## src/rtl/dm_arbiter.sv

```systemverilog
// dm_arbiter: two-port arbiter and access sequencer for the single-port data memory.
// Define DM_ARB_RR_EN for round-robin tie-break; otherwise requester 0 has fixed priority.
module dm_arbiter #(
  parameter int AW = 30,
  parameter int DW = 32
) (
  input  logic          Clk,
  input  logic          Reset,
  input  logic          r0_req,
  input  logic          r0_we,
  input  logic [AW-1:0] r0_addr,
  input  logic [DW-1:0] r0_wdata,
  output logic          r0_gnt,
  output logic          r0_rvalid,
  output logic [DW-1:0] r0_rdata,
  input  logic          r1_req,
  input  logic          r1_we,
  input  logic [AW-1:0] r1_addr,
  input  logic [DW-1:0] r1_wdata,
  output logic          r1_gnt,
  output logic          r1_rvalid,
  output logic [DW-1:0] r1_rdata,
  output logic [AW-1:0] Ad,
  output logic [DW-1:0] WrData,
  output logic          MemWr,
  input  logic [DW-1:0] DM
);
  typedef enum logic [1:0] {IDLE, ACCESS, RESP} state_t;
  state_t state, state_nxt;
  logic lat_we, lat_id, arb, any_req, win;
  logic [AW-1:0] lat_addr;
  logic [DW-1:0] lat_wdata;
  // a read in ACCESS must be followed by RESP, so it is the only state that skips arbitration
  assign arb = state != ACCESS || lat_we;
  assign any_req = r0_req | r1_req;
`ifdef DM_ARB_RR_EN
  logic last;
  assign win = (r0_req & r1_req) ? ~last : r1_req;
  always_ff @(posedge Clk or posedge Reset)
    if (Reset) last <= 1'b1;
    else if (arb && any_req) last <= win;
`else
  assign win = ~r0_req & r1_req;
`endif
  always_ff @(posedge Clk or posedge Reset)
    if (Reset) begin
      state <= IDLE;
      lat_we <= 1'b0;
      lat_id <= 1'b0;
      lat_addr <= '0;
      lat_wdata <= '0;
    end else begin
      state <= state_nxt;
      if (arb && any_req) begin
        lat_we <= win ? r1_we : r0_we;
        lat_id <= win;
        lat_addr <= win ? r1_addr : r0_addr;
        lat_wdata <= win ? r1_wdata : r0_wdata;
      end
    end
  always_comb begin
    state_nxt = arb ? (any_req ? ACCESS : IDLE) : RESP;
    Ad = '0;
    WrData = '0;
    MemWr = 1'b0;
    r0_gnt = 1'b0;
    r1_gnt = 1'b0;
    r0_rvalid = 1'b0;
    r1_rvalid = 1'b0;
    r0_rdata = '0;
    r1_rdata = '0;
    if (state == ACCESS) begin
      Ad = lat_addr;
      WrData = lat_we ? lat_wdata : '0;
      MemWr = lat_we;
      r0_gnt = ~lat_id;
      r1_gnt = lat_id;
    end
    if (state == RESP) begin
      Ad = lat_addr;
      r0_rvalid = ~lat_id;
      r1_rvalid = lat_id;
      r0_rdata = lat_id ? '0 : DM;
      r1_rdata = lat_id ? DM : '0;
    end
  end
endmodule

```

## config.mk

```make
export PLATFORM = sky130hd
export DESIGN_NAME = dm_arbiter
export DESIGN_NICKNAME = d
export VERILOG_FILES = /design/src/rtl/dm_arbiter.sv
export SDC_FILE = /design/constraint.sdc
export NUM_CORES = 1
export LEC_CHECK = 0
export ABC_CLOCK_PERIOD_IN_PS = 2300
export BUFFER_PORTS_ARGS = -buffer_cell sky130_fd_sc_hd__buf_2
export CAP_MARGIN = 30
export CORE_ASPECT_RATIO = 0.5
export CORE_UTILIZATION = 39
export DETAILED_ROUTE_END_ITERATION = 7
export HOLD_SLACK_MARGIN = 0.05
export PLACE_DENSITY_LB_ADDON = 0.15
export SLEW_MARGIN = 20
export SYNTH_ARGS = -nofsm -noshare
export SYNTH_HDL_FRONTEND = slang
export SYNTH_SLANG_ARGS = --single-unit
export TNS_END_PERCENT = 30
```

## constraint.sdc

```tcl
create_clock -name Clk -period 2.3 [get_ports Clk]
set_clock_uncertainty 0.1 [all_clocks]
set_input_delay 0.46 -clock Clk [delete_from_list [all_inputs] [get_ports Clk]]
set_output_delay 0.46 -clock Clk [all_outputs]
set_load 0.02 [all_outputs]
```

==> flow_summary.toml, run 1 <==
[status]
status = "finished, violations left"
violations = "DRC"

[timing]
max_clock_freq_mhz = 452.9
worstMarginPinSlew_ns = 0.6184
finalCritPeriodShare_pct = 96.01
tns_ns = 0
rsz0062_at_grt = "no"
relSlewSlack_pct = 58.77
fin_ws_ns = 0.09176
hold_violations = 0
timing.hold.ws_ns = 0.09418
final.min_clock_period_ns = 2.208
finalMaxSlewViolations = 0
setup_viol = 0

[power]
power_density_nw_per_um2 = 1196
irDropWorstVdd_v = 0.0004920
p_leak_uw = 0.003517

[detailed_routing]
vias_per_cell = 4.456
ant_nets = 0
wirelength_um = 11590
drt_iter0_markers = 156
vias = 3525
drcViolationCount = 30
routedWlPerCell_um = 14.65
firstDrtPassIters = 7

[floorplanning]
rows = 26
initial_utilization_pct = 41.59
die_area_um2 = 11730
coreArea_um2 = 10570
die-width_um = 152.2
io_pins = 293
die_h_um = 77.08

[final_layout]
area_growth_pct = 43.88
layout.nets = 807
fin_area_um2 = 6326
regArea_um2 = 1653
nFillCells = 952
multiInputGateArea_um2 = 2551
drive_above_1_share_pct = 69.23
layout.cells.non_filler = 791

[synth]
synth_edf_count = 0
postSynthCellCount = 358
synth_xor_area_share_pct = 0.1992
synth_seq_cells = 66
yosys.area_share.simple_pct = 19.92
yosys-top-cells-area = "dfrtp_1 38%, mux2_4 20%, and2_1 18%"
yosys.area_share.adder_pct = 0
synthMuxAreaShare_pct = 37.28
async_flop_share_pct = 100.0
ys.flop_type = "dfrtp_1"
netlist_area_um2 = 4397
syn_nets = 520
synth_largest_area_cell = "dfrtp_1"
synthDominantCellAreaShare_pct = 37.56
synth_top_family_by_area = "multiplexers"
ys_seq_area_share_pct = 37.56
synth_compound_area_share_pct = 0.2277
syn_avg_cell_area_um2 = 12.28
ys_warn_count = 0
yosysUniqueCellTypes = 19

[place]
placed_cells = 774
dp_slack_ns = 0.2375
routabilityCongestion = 0.7883
dp_hpwl_um = 8731
io_buffers = 292
placed_cell_area_um2 = 5954

[clocking]
cts_tree = "built"
htree_levels = 3
cts_sinks = 66
clk_latency_ns = 0.32
cts_max_path_buffers = 2
clk_pin_slew_worst_paths_ns = 0.05
post_cts_buffers = 0
root_buffer = "clkbuf_16"
cts-buffers-inserted = 9

[global_routing]
grt_usage_pct = 20.42
grt_max_degree = 67
grt-ovfl-total = 0
grt_pass1_wl_um = 18780
antenna_found_initial = 1
first_global_vias = 3690

[worst_setup_path]
critPathMaxFanout = 33
cp-end-kind = "output pin"
worstSetupPathType = "flop to output pin"
arrival_ns = 1.65
start_kind = "flop"
worstPathRequired_ns = 1.74

[run]
cap_violations = 0

[hold_path]
hold_path.class = "primary input to asynchronous set/reset pin"
## power breakdown
part	leakage, uW	switching, uW	internal, uW
Sequential	0.000770	303	1700
Clock	0.000169	481	1120
Combinational	0.00258	2040	1930
Total	0.00352	2830	4740
## routing by layer
metal  part of all wire (%)  vias to the layer above  GRT usage, %  wire length (um)
met5                      0                        -             0                 0
met4                   0.54                        0         4.592                63
met3                    6.4                        5         5.596               737
met2                     51                      121         37.51              5925
met1                     42                     1628         23.75              4864
li1                       -                     1771             -                 -
## layout by cell type, fill, tap and decap left out, drive strengths merged
master / n
mux2i: 1
nand2b: 1
and3b: 3
diode: 1
nor3b: 2
nor2: 3
a21oi: 2
mux2: 125
and2: 126
clkinvlp: 1
xor2: 1
inv: 2
buf: 301
bufinv: 3
clkbuf: 12
dfrtp: 66
or3b: 1
## path summary, 6_finish.rpt
kind / start / to / slack [ns] / depth (start not counted)
min: Reset / lat_wdata[23]$_DFFE_PP0P_ / 0.09 / 3
max reg2reg: state[0]$_DFF_PP0_ / lat_wdata[0]$_DFFE_PP0P_ / 0.25 / 5
max in group asynchronous: Reset / state[0]$_DFF_PP0_ / 1.68 / 3
min in group Clk: r0_req / lat_id$_DFFE_PP0P_ / 0.26 / 2
min reg2reg: lat_addr[28]$_DFFE_PP0P_ / lat_addr[28]$_DFFE_PP0P_ / 0.40 / 1
max: state[0]$_DFF_PP0_ / r1_rdata[14] / 0.09 / 3
## kinds of logic (layout without fill, tap and decap cells)
| kind of cell | after synthesis | in the layout |
|---|---|---|
| compound gates | 2 | 2 |
| other cells | 0 | 1 |
| xor+xnor | 1 | 1 |
| mux | 126 | 126 |
| buf+inv | 27 | 319 |
| simple gates | 136 | 136 |
| flops | 66 | 66 |
## worst max-delay path: stages, from the launching register on
cell and delay, ns:
dfrtp_2 0.45, and3b_4 0.51, and2_1 0.20, buf_2 0.17
## area by class of cell
type / count / area share [%]
Sequential cell: 66 / 26.13
Inverter: 2 / 0.1978
Timing Repair Buffer: 301 / 24.94
Tap cell: 140 / 2.769
Clock inverter: 4 / 1.543
Multi-Input combinational cell: 265 / 40.33
Antenna cell: 1 / 0.03956
Clock buffer: 12 / 4.055
## synth_stat cells (2+ instances only)
cell type  count
buf_2          6
a21oi_1        2
mux2_4        59
buf_12         6
nor2_1         2
nor3b_1        2
and2_1       126
dfrtp_1       66
clkbuf_1      13
and3b_1        2
mux2_2        66
## per-stage QoR
step                      utilization, %  power, uW
after floorplan                        -       4929
final                              59.83       7569
after global routing               59.81       8026
after CTS                          59.69       7658
after global placement             56.32       5960
after detailed placement           56.32       6008
## state kept, by name, indices dropped and copies added, names as in the netlist
register,count
lat_we,1
lat_id,1
lat_wdata,32
state,2
lat_addr,30
## what timing repair did
item	4_1_cts	5_1_grt
hold buffers	0	0
resized for setup	1	4
pin swaps	0	0
endpoints found under the setup margin	1	61
Note: power is estimated with default switching activity, not from simulation.
==> run 2, diff against run 1 <==
- ABC_AREA: default -> 1
- CAP_MARGIN: 30 -> default
- MAX_ROUTING_LAYER: default -> met4
==> flow_summary.toml, run 2 <==
[status]
status = "finished, violations left"
violations = "DRC"

[synth]
synthDominantCellAreaShare_pct = 37.65
yosysUniqueCellTypes = 17
synth.most_common_cell = "nand2_1"
netlist_area_um2 = 4387
ys_warn_count = 0
synth_xor_area_share_pct = 0
postSynthCellCount = 733
synth_compound_area_share_pct = 0.1141
synth_edf_count = 0
ys.flop_type = "dfrtp_1"
yosys-top-cells-area = "dfrtp_1 38%, nand2_1 35%, nor2_1 11%"
syn_avg_cell_area_um2 = 5.985
yosys.area_share.adder_pct = 0
ys_seq_area_share_pct = 37.65
yosys.area_share.simple_pct = 48.35
netlist_top_cells_count = "405 x nand2_1, 131 x nor2_1, 72 x inv_1, 66 x dfrtp_1, 16 x buf_2"
synthMuxAreaShare_pct = 0
syn_nets = 895
synth_largest_area_cell = "dfrtp_1"
async_flop_share_pct = 100.0
synth_top_family_by_area = "simple AND/OR/NAND/NOR gates"
synth_seq_cells = 66

[clocking]
cts_sinks = 66
clk_latency_ns = 0.32
cts_tree = "built"
cts-buffers-inserted = 9
post_cts_buffers = 0
htree_levels = 3
clk_pin_slew_worst_paths_ns = 0.06
cts_hold_buf = 0
root_buffer = "clkbuf_16"
cts_resized = 0
cts_max_path_buffers = 2

[floorplanning]
die-width_um = 152.0
rows = 26
die_area_um2 = 11700
io_pins = 293
coreArea_um2 = 10570
die_h_um = 77.00
initial_utilization_pct = 41.49

[global_routing]
grt_pass1_wl_um = 22270
grt_usage_pct = 24.18
antenna_found_initial = 0
grt-ovfl-total = 0
first_global_vias = 4841
grt_max_degree = 65

[worst_setup_path]
cp_slowest_stage_delay_ns = 0.44
worstPathRequired_ns = 1.74
start_kind = "flop"
cp-end-kind = "output pin"
arrival_ns = 1.64
worstSetupPathType = "flop to output pin"
worstPathCellList = "inv_1, nor2_2, inv_2, nor2_1, buf_2"
timing.rr.start = "lat_we$_DFFE_PP0P_"
cp_slowest_cell = "inv_2"
r2r_cells = 7
crit_start = "state[0]$_DFF_PP0_"
critPathMaxFanout = 34

[run]
cap_violations = 0

[detailed_routing]
drcViolationCount = 28
wirelength_um = 13220
routedWlPerCell_um = 11.49
ant_nets = 0
drt_iter0_markers = 271
firstDrtPassIters = 7
vias = 5046
vias_per_cell = 4.384

[hold_path]
hold_path.class = "primary input to asynchronous set/reset pin"

[final_layout]
layout.nets = 1168
drive_above_1_share_pct = 33.43
largest_register_ff_count = 32
top_regs = "lat_wdata (32), lat_addr (30), state (2)"
area_growth_pct = 38.88
layout.cells.non_filler = 1151
mostFrequentLayoutCell = "nand2_1"
final_cell_mix = "405 x nand2_1, 292 x buf_2, 128 x nor2_1"
multiInputGateArea_um2 = 2133
fin_area_um2 = 6092
regArea_um2 = 1652
antennaDiodeCount = 0
regMostFlops = "lat_wdata"
nFillCells = 1124

[timing]
final.min_clock_period_ns = 2.196
max_clock_freq_mhz = 455.5
worstMarginPinSlew_ns = 0.6471
fin_ws_ns = 0.1045
setup_viol = 0
finalCritPeriodShare_pct = 95.46
relSlewSlack_pct = 56.86
timing.hold.ws_ns = 0.08061
finalMaxSlewViolations = 0
hold_violations = 0
rsz0062_at_grt = "yes"

[place]
io_buffers = 292
placed_cell_area_um2 = 5796
dp_hpwl_um = 9531
dp_slack_ns = 0.3570
placed_cells = 1135
routabilityCongestion = 0.8081

[power]
irDropWorstVdd_v = 0.0005583
p_leak_uw = 0.004121
power_density_nw_per_um2 = 1104
-- run 2: changes by cell type after synthesis, sizes merged, moves of 2 or more --
| cell | previous run | this run |
|---|---|---|
| a21oi | 2 | 0 |
| and2 | 126 | 0 |
| and3b | 3 | 0 |
| buf | 12 | 39 |
| clkbuf | 13 | 2 |
| inv | 2 | 75 |
| mux2 | 125 | 0 |
| nand2 | 0 | 417 |
| nor2 | 3 | 132 |
| nor3b | 2 | 0 |
-- run 2: through the flow --
| stage | power, uW | util (%) | TNS, ns |
|---|---|---|---|
| 2_1_floorplan | 4536 | - | 0 |
| 3_3_place_gp | 5383 | 54.82 | 0 |
| 3_5_place_dp | 5434 | 54.82 | 0 |
| 4_1_cts | 6805 | 57.54 | 0 |
| 5_1_grt | 7296 | 57.62 | -0.007477 |
| 6_report | 6728 | 57.62 | 0 |
-- run 2: worst paths after layout --
check                      slack, ns                   endpoint
hold reg to reg                 0.37   lat_addr[16]$_DFFE_PP0P_
setup reg to reg                0.60  lat_wdata[25]$_DFFE_PP0P_
setup / recovery                0.10                  WrData[1]
max in group asynchronous       1.40    lat_addr[0]$_DFFE_PP0P_
min in group Clk                0.32   lat_addr[29]$_DFFE_PP0P_
hold / removal                  0.08         state[0]$_DFF_PP0_
-- run 2: power by group --
| group | internal (uW) | total [uW] | switching (uW) | leakage [uW] |
|---|---|---|---|---|
| Clock | 835 | 1330 | 497 | 0.000136 |
| Sequential | 1720 | 2040 | 318 | 0.000811 |
| Combinational | 1050 | 3360 | 2310 | 0.00318 |
-- run 2: routing by layer --
layer	routed length [um]	part of all wire [%]	GRT usage [%]	up-vias
li1	-	-	-	2646
met1	5577	42	27.18	2251
met2	6850	52	43.89	138
met3	677	5.1	5.370	11
met4	117	0.88	6.122	0
met5	0	0	-	-
-- run 2: kinds of logic (layout without fill, tap and decap cells) --
family,after synthesis,in the layout
simple gates,550,550
flops,66,66
compound gates,1,1
buf+inv,116,394
-- run 2: worst max-delay path: cells and delay by family (launching register included) --
| family | cells | cell delay [ns] |
|---|---|---|
| buffers and inverters | 3 | 0.72 |
| flip-flops | 1 | 0.43 |
| AND/OR/NAND/NOR | 2 | 0.16 |
-- run 2: layout make-up --
| type | instances | share of cell area, % |
|---|---|---|
| multi-input combinational | 551 | 35.02 |
| inverter | 75 | 4.662 |
| clock inverter | 5 | 0.9037 |
| clock buffer | 11 | 3.820 |
| tap | 140 | 2.875 |
| sequential | 66 | 27.11 |
| timing repair buffer | 303 | 25.61 |
